**src/rtl/mem_wb_stage_if.sv**
```systemverilog
// MEM->WB boundary bundle: instruction/load-data inputs and register-file write port.
interface mem_wb_stage_if;
  logic        valid_i;
  logic        stall_i;
  logic        flush_i;
  logic        wreg_i;
  logic [4:0]  waddr_i;
  logic [31:0] wdata_i;
  logic        memRead_i;
  logic [2:0]  loadType_i;
  logic [1:0]  addrLow_i;
  logic        memAck_i;
  logic [31:0] memRdata_i;
  logic        writeEnable_o;
  logic [4:0]  writeAddr_o;
  logic [31:0] writeData_o;
  logic        stallReq_o;
  logic        busErr_o;

  modport master (
    output valid_i, stall_i, flush_i, wreg_i, waddr_i, wdata_i,
           memRead_i, loadType_i, addrLow_i, memAck_i, memRdata_i,
    input  writeEnable_o, writeAddr_o, writeData_o, stallReq_o, busErr_o
  );

  modport slave (
    input  valid_i, stall_i, flush_i, wreg_i, waddr_i, wdata_i,
           memRead_i, loadType_i, addrLow_i, memAck_i, memRdata_i,
    output writeEnable_o, writeAddr_o, writeData_o, stallReq_o, busErr_o
  );
endinterface

```
**src/rtl/mem_wb_stage.sv**
```systemverilog
// MEM/WB stage: registers ALU results, waits on multi-cycle loads, extracts/extends
// load data and drives the register file write port.
module mem_wb_stage #(
  parameter int ACK_TIMEOUT = 16,
  parameter int CNT_W       = 5
) (
  input logic           clk,
  input logic           rst,
  mem_wb_stage_if.slave bus
);
  typedef enum logic {IDLE, WAIT} state_t;

  localparam logic [CNT_W-1:0] CNT_MAX = CNT_W'(ACK_TIMEOUT - 1);

  state_t             state_q, state_d;
  logic [CNT_W-1:0]   cnt_q, cnt_d;
  logic               ld_wreg_q, ld_wreg_d;
  logic [4:0]         ld_waddr_q, ld_waddr_d;
  logic [2:0]         ld_type_q, ld_type_d;
  logic [1:0]         ld_alow_q, ld_alow_d;
  logic               we_q, we_d;
  logic [4:0]         wa_q, wa_d;
  logic [31:0]        wd_q, wd_d;
  logic               err_q, err_d;

  function automatic logic [31:0] extract(input logic [2:0] lt, input logic [1:0] al,
                                          input logic [31:0] w);
    logic [7:0]  b;
    logic [15:0] h;
    b = w[{al, 3'b000} +: 8];
    h = al[1] ? w[31:16] : w[15:0];
    case (lt)
      3'b000:  extract = {{24{b[7]}}, b};
      3'b001:  extract = {24'h0, b};
      3'b010:  extract = {{16{h[15]}}, h};
      3'b011:  extract = {16'h0, h};
      default: extract = w;
    endcase
  endfunction

  // Reserved types and misaligned half/word accesses abort before touching WAIT.
  function automatic logic bad_access(input logic [2:0] lt, input logic [1:0] al);
    bad_access = (lt > 3'd4) ||
                 ((lt[2:1] == 2'b01) && al[0]) ||
                 ((lt == 3'd4) && (al != 2'b00));
  endfunction

  always_comb begin
    state_d    = state_q;
    cnt_d      = cnt_q;
    ld_wreg_d  = ld_wreg_q;
    ld_waddr_d = ld_waddr_q;
    ld_type_d  = ld_type_q;
    ld_alow_d  = ld_alow_q;
    we_d       = 1'b0;
    wa_d       = wa_q;
    wd_d       = wd_q;
    err_d      = 1'b0;
    case (state_q)
      IDLE: begin
        if (bus.valid_i && !bus.stall_i && !bus.flush_i) begin
          if (!bus.memRead_i) begin
            if (bus.wreg_i && bus.waddr_i != 5'd0) begin
              we_d = 1'b1;
              wa_d = bus.waddr_i;
              wd_d = bus.wdata_i;
            end
          end else if (bad_access(bus.loadType_i, bus.addrLow_i)) begin
            err_d = 1'b1;
          end else if (bus.memAck_i) begin
            if (bus.wreg_i && bus.waddr_i != 5'd0) begin
              we_d = 1'b1;
              wa_d = bus.waddr_i;
              wd_d = extract(bus.loadType_i, bus.addrLow_i, bus.memRdata_i);
            end
          end else begin
            ld_wreg_d  = bus.wreg_i;
            ld_waddr_d = bus.waddr_i;
            ld_type_d  = bus.loadType_i;
            ld_alow_d  = bus.addrLow_i;
            cnt_d      = '0;
            state_d    = WAIT;
          end
        end
      end
      WAIT: begin
        if (bus.flush_i) begin
          state_d = IDLE;
        end else if (bus.memAck_i) begin
          state_d = IDLE;
          if (ld_wreg_q && ld_waddr_q != 5'd0) begin
            we_d = 1'b1;
            wa_d = ld_waddr_q;
            wd_d = extract(ld_type_q, ld_alow_q, bus.memRdata_i);
          end
        end else if (cnt_q == CNT_MAX) begin
          err_d   = 1'b1;
          state_d = IDLE;
        end else begin
          cnt_d = cnt_q + 1'b1;
        end
      end
      default: state_d = IDLE;
    endcase
  end

  always_ff @(posedge clk) begin
    if (rst) begin
      state_q    <= IDLE;
      cnt_q      <= '0;
      ld_wreg_q  <= 1'b0;
      ld_waddr_q <= 5'd0;
      ld_type_q  <= 3'd0;
      ld_alow_q  <= 2'd0;
      we_q       <= 1'b0;
      wa_q       <= 5'd0;
      wd_q       <= 32'd0;
      err_q      <= 1'b0;
    end else begin
      state_q    <= state_d;
      cnt_q      <= cnt_d;
      ld_wreg_q  <= ld_wreg_d;
      ld_waddr_q <= ld_waddr_d;
      ld_type_q  <= ld_type_d;
      ld_alow_q  <= ld_alow_d;
      we_q       <= we_d;
      wa_q       <= wa_d;
      wd_q       <= wd_d;
      err_q      <= err_d;
    end
  end

  assign bus.writeEnable_o = we_q;
  assign bus.writeAddr_o   = wa_q;
  assign bus.writeData_o   = wd_q;
  assign bus.busErr_o      = err_q;
  assign bus.stallReq_o    = (state_q == WAIT);
endmodule

```
**src/flat_wrapper.sv**
```systemverilog
// flat-port wrapper written by rule: the top's interface ports become plain ports
module mem_wb_stage_flat 
#(
  parameter int ACK_TIMEOUT = 16,
  parameter int CNT_W       = 5
)
  (clk, rst, bus_valid_i, bus_stall_i, bus_flush_i, bus_wreg_i, bus_waddr_i, bus_wdata_i, bus_memRead_i, bus_loadType_i, bus_addrLow_i, bus_memAck_i, bus_memRdata_i, bus_writeEnable_o, bus_writeAddr_o, bus_writeData_o, bus_stallReq_o, bus_busErr_o);
  mem_wb_stage_if bus_i ();
  input logic clk;
  input logic rst;
  input wire logic [$bits(bus_i.valid_i)-1:0] bus_valid_i;
  input wire logic [$bits(bus_i.stall_i)-1:0] bus_stall_i;
  input wire logic [$bits(bus_i.flush_i)-1:0] bus_flush_i;
  input wire logic [$bits(bus_i.wreg_i)-1:0] bus_wreg_i;
  input wire logic [$bits(bus_i.waddr_i)-1:0] bus_waddr_i;
  input wire logic [$bits(bus_i.wdata_i)-1:0] bus_wdata_i;
  input wire logic [$bits(bus_i.memRead_i)-1:0] bus_memRead_i;
  input wire logic [$bits(bus_i.loadType_i)-1:0] bus_loadType_i;
  input wire logic [$bits(bus_i.addrLow_i)-1:0] bus_addrLow_i;
  input wire logic [$bits(bus_i.memAck_i)-1:0] bus_memAck_i;
  input wire logic [$bits(bus_i.memRdata_i)-1:0] bus_memRdata_i;
  output wire logic [$bits(bus_i.writeEnable_o)-1:0] bus_writeEnable_o;
  output wire logic [$bits(bus_i.writeAddr_o)-1:0] bus_writeAddr_o;
  output wire logic [$bits(bus_i.writeData_o)-1:0] bus_writeData_o;
  output wire logic [$bits(bus_i.stallReq_o)-1:0] bus_stallReq_o;
  output wire logic [$bits(bus_i.busErr_o)-1:0] bus_busErr_o;
  assign bus_i.valid_i = bus_valid_i;
  assign bus_i.stall_i = bus_stall_i;
  assign bus_i.flush_i = bus_flush_i;
  assign bus_i.wreg_i = bus_wreg_i;
  assign bus_i.waddr_i = bus_waddr_i;
  assign bus_i.wdata_i = bus_wdata_i;
  assign bus_i.memRead_i = bus_memRead_i;
  assign bus_i.loadType_i = bus_loadType_i;
  assign bus_i.addrLow_i = bus_addrLow_i;
  assign bus_i.memAck_i = bus_memAck_i;
  assign bus_i.memRdata_i = bus_memRdata_i;
  assign bus_writeEnable_o = bus_i.writeEnable_o;
  assign bus_writeAddr_o = bus_i.writeAddr_o;
  assign bus_writeData_o = bus_i.writeData_o;
  assign bus_stallReq_o = bus_i.stallReq_o;
  assign bus_busErr_o = bus_i.busErr_o;
  mem_wb_stage #(.ACK_TIMEOUT(ACK_TIMEOUT), .CNT_W(CNT_W)) u_core (.clk(clk), .rst(rst), .bus(bus_i));
endmodule
```
**config.mk**
```make
export PLATFORM = sky130hd
export DESIGN_NAME = mem_wb_stage_flat
export DESIGN_NICKNAME = d
export VERILOG_FILES = /design/src/rtl/mem_wb_stage_if.sv /design/src/rtl/mem_wb_stage.sv /design/src/flat_wrapper.sv
export SDC_FILE = /design/constraint.sdc
export NUM_CORES = 1
export LEC_CHECK = 0
export BUFFER_PORTS_ARGS = -buffer_cell sky130_fd_sc_hd__clkbuf_2
export CAP_MARGIN = 5
export CORE_UTILIZATION = 30
export DETAILED_ROUTE_END_ITERATION = 8
export PLACE_DENSITY = 0.57
export SLEW_MARGIN = 10
export SYNTH_ARGS = -nofsm -noshare
export SYNTH_HDL_FRONTEND = slang
export SYNTH_SLANG_ARGS = --single-unit
```
**constraint.sdc**
```tcl
create_clock -name clk -period 5.7 [get_ports clk]
set_clock_uncertainty 0.15 [all_clocks]
set_input_delay 0.285 -clock clk [delete_from_list [all_inputs] [get_ports clk]]
set_output_delay 0.285 -clock clk [all_outputs]
set_load 0.01 [all_outputs]
```
==> results.ini <==
[run_status]
status = finished, violations left
violations = design-rule violations

[global_route]
antenna_found_initial = 0
grt_max_degree = 41
grt.total_usage_pct = 20.6
overflow = 0
grt_pass1_vias = 3965
grt_pass1_wl_mm = 21.2

[floorplan]
start_util_pct = 30.7
die_area_sq_um = 13300
die_w_microns = 115
num_rows = 41
die_y_microns = 115
coreArea_sq_um = 12600
io_pins = 122

[logic_synthesis]
synth.largest_area_cell = dfxtp_1
ys_top_cells_by_area = dfxtp_1 (29%), mux2i_1 (7.8%), a21oi_1 (5.2%)
synth_compound_area_share_pct = 36.7
yosys.area_share.simple_pct = 16.7
synth_adder_area_share_pct = 0.650
synth_ff_type = dfxtp_1
ys_seq_area_share_pct = 29.1
postSynthCellCount = 459
synth_edf_count = 0
ys_async_sr_fraction_pct = 0
synth-xor-area-share_pct = 0.227
synth.distinct_cells = 66
yosysMostFrequentCell = dfxtp_1
syn_nets = 543
ys_seq_elements = 56
synth_area_per_cell_sq_um = 8.39
yosys-top-cells-count = dfxtp_1 (56), a21oi_1 (40), mux2i_1 (30)
yosysTopAreaCellShare_pct = 29.1
syn-cell-area_sq_um = 3850
synthMuxAreaShare_pct = 9.74
synth-warning-count = 0
synth_top_family_by_area = compound AO/OA/AOI/OAI gates

[power]
power_frac_clock_pct = 35.9
p_leak_uw = 0.00177
p_per_area_nw_per_um2 = 196
pwr-share-comb_pct = 20.1
p_switching_uw = 280
p_seq_share_pct = 44.0
switching_share_pct = 30.7
p_total_uw = 912
power.internal_uw = 632
ir_drop_v = 0.000117

[cells_and_area]
num_antenna_cells = 0
instances_no_fill = 721
synthToLayoutAreaGrowth_pct = 20.8
drive_above_1_share_pct = 28.8
final_area_sq_um = 4650
nNetsFinal = 632

[timing]
rsz0062_at_grt = false
max_freq_mhz = 324
timing.hold.ws_ns = 0.0976
setup_tns_ns = 0
tightest_slew_ns = 1.06
hold_violations = 0
drv_slew = 0
period_needed_ns = 3.09
fin_crit_sh_pct = 54.2
maxSlewHeadroom_pct = 29.3
finalSetupViolCount = 0

[cts]
cts.repair.resized = 0
postCtsHoldBufs = 0
path_clk_slew_ns = 0.08
cts_tree = built
clk_path_buf_depth = 2
cts_buffers = 5
clock-sinks = 56
cts_root_buf = clkbuf_16
htree_levels = 2
clk_latency_ns = 0.31
cts_setup_buffers = 0

[drt]
antenna_left = 0
via_per_inst = 5.85
num_vias = 4218
drt-wirelength-per-cell_microns = 19.3
firstDrtPassIters = 9
drc = 2
wl_mm = 13.9
drt_iter0_markers = 339

[setup_path]
worst-path-max-fanout = 26
reg2reg_depth = 5
path_class = flop to flop
cp-end-kind = flop
required_ns = 5.70
critPathLaunchType = flop
cp.arrival_ns = 3.09

[placement]
dp.cells = 713
hpwl_mm = 10.2
io_buffers = 121
place_area_sq_um = 4500
gp_congestion = 0.911

[hold_path]
hold_depth = 3
min_path_type = input pin to flop

[run]
cap_violations = 0

-- flip-flops by register name, summed over array words and instances, names as in the netlist --
name,cells
u_core.cnt_q,5
u_core.ld_alow_q,2
u_core.bus.busErr_o,1
u_core.ld_type_q,3
u_core.ld_wreg_q,1
u_core.bus.writeEnable_o,1
u_core.bus.stallReq_o,1
u_core.bus.writeData_o,32
u_core.bus.writeAddr_o,5
u_core.ld_waddr_q,5
-- layer usage --
layer	vias up	wire length, microns	global-route usage, %
met5	-	0	0
met4	0	362	8.14
met3	27	887	3.16
met2	184	6710	34.0
met1	2051	5960	26.8
li1	1956	-	-
-- power by group through the flow --
| stage | sequential (uW) | combinational (uW) | clock, uW |
|---|---|---|---|
| 2_1_floorplan | 412 | 104 | 0 |
| 3_3_place_gp | 410 | 178 | 0 |
| 3_5_place_dp | 411 | 180 | 0 |
| 4_1_cts | 401 | 181 | 334 |
| 5_1_grt | 402 | 197 | 353 |
| 6_report | 401 | 183 | 328 |
-- critical path, stage by stage, from the launching register on --
cell and delay (ns):
dfxtp_1 0.85, nand2b_1 0.59, a211o_1 0.25, nand3_1 0.10
o221ai_2 0.82, o31ai_1 0.16
-- cells in the final DEF, fill, tap and decap left out, types with 3 or more instances in the layout --
cell / instances
a32oi_1: 5
inv_1: 14
nand3b_1: 3
o31ai_2: 10
a211oi_1: 15
clkbuf_2: 121
a22oi_1: 6
mux2i_1: 30
nand2b_1: 13
nor2_1: 27
o31ai_1: 6
clkbuf_16: 5
a211o_1: 3
buf_4: 4
a311oi_1: 11
o21ai_0: 10
nor2b_1: 19
dfxtp_1: 56
a21oi_1: 40
nand2_1: 27
nand3_1: 3
o2bb2ai_1: 4
a222oi_1: 4
o22ai_1: 24
or4_1: 3
nor3_1: 11
o211ai_1: 26
-- stage by stage --
stage / utilization, % / setup slack [ns]
global placement: 35.8 / 2.80
finish: 37.0 / 2.61
CTS: 37.0 / 2.67
global route: 37.0 / 2.46
detailed placement: 35.8 / 2.67
floorplan: - / 3.64
-- cells by family (layout without fill, tap and decap cells) --
kind of cell | after synthesis | after routing
xor gates and xnor gates | 1 | 1
muxes | 34 | 34
buffers and inverters | 57 | 147
adders and majority gates | 2 | 2
and+or+nand+nor | 120 | 120
DFF | 56 | 56
AOI/OAI and AO/OA | 189 | 189
-- worst paths after layout --
| path | startpoint | endpoint | slack [ns] |
|---|---|---|---|
| setup reg to reg | u_core.ld_type_q[2] | u_core.bus.writeData_o[19] | 2.61 |
| setup / recovery | u_core.ld_type_q[2] | u_core.bus.writeData_o[19] | 2.61 |
| hold reg to reg | u_core.bus.writeData_o[3] | u_core.bus.writeData_o[3] | 0.33 |
| hold / removal | bus_waddr_i[0] | u_core.ld_waddr_q[0] | 0.1 |
-- cell type report --
cell class | instances | area (sq um)
tap | 172 | 215
clock buffer | 5 | 125
timing repair buffer | 125 | 636
multi-input combinational | 346 | 2480
inverter | 14 | 52.6
clock inverter | 3 | 26.3
sequential | 56 | 1120
fill | 1332 | 7920
Note: power is estimated with default switching activity, not from simulation.
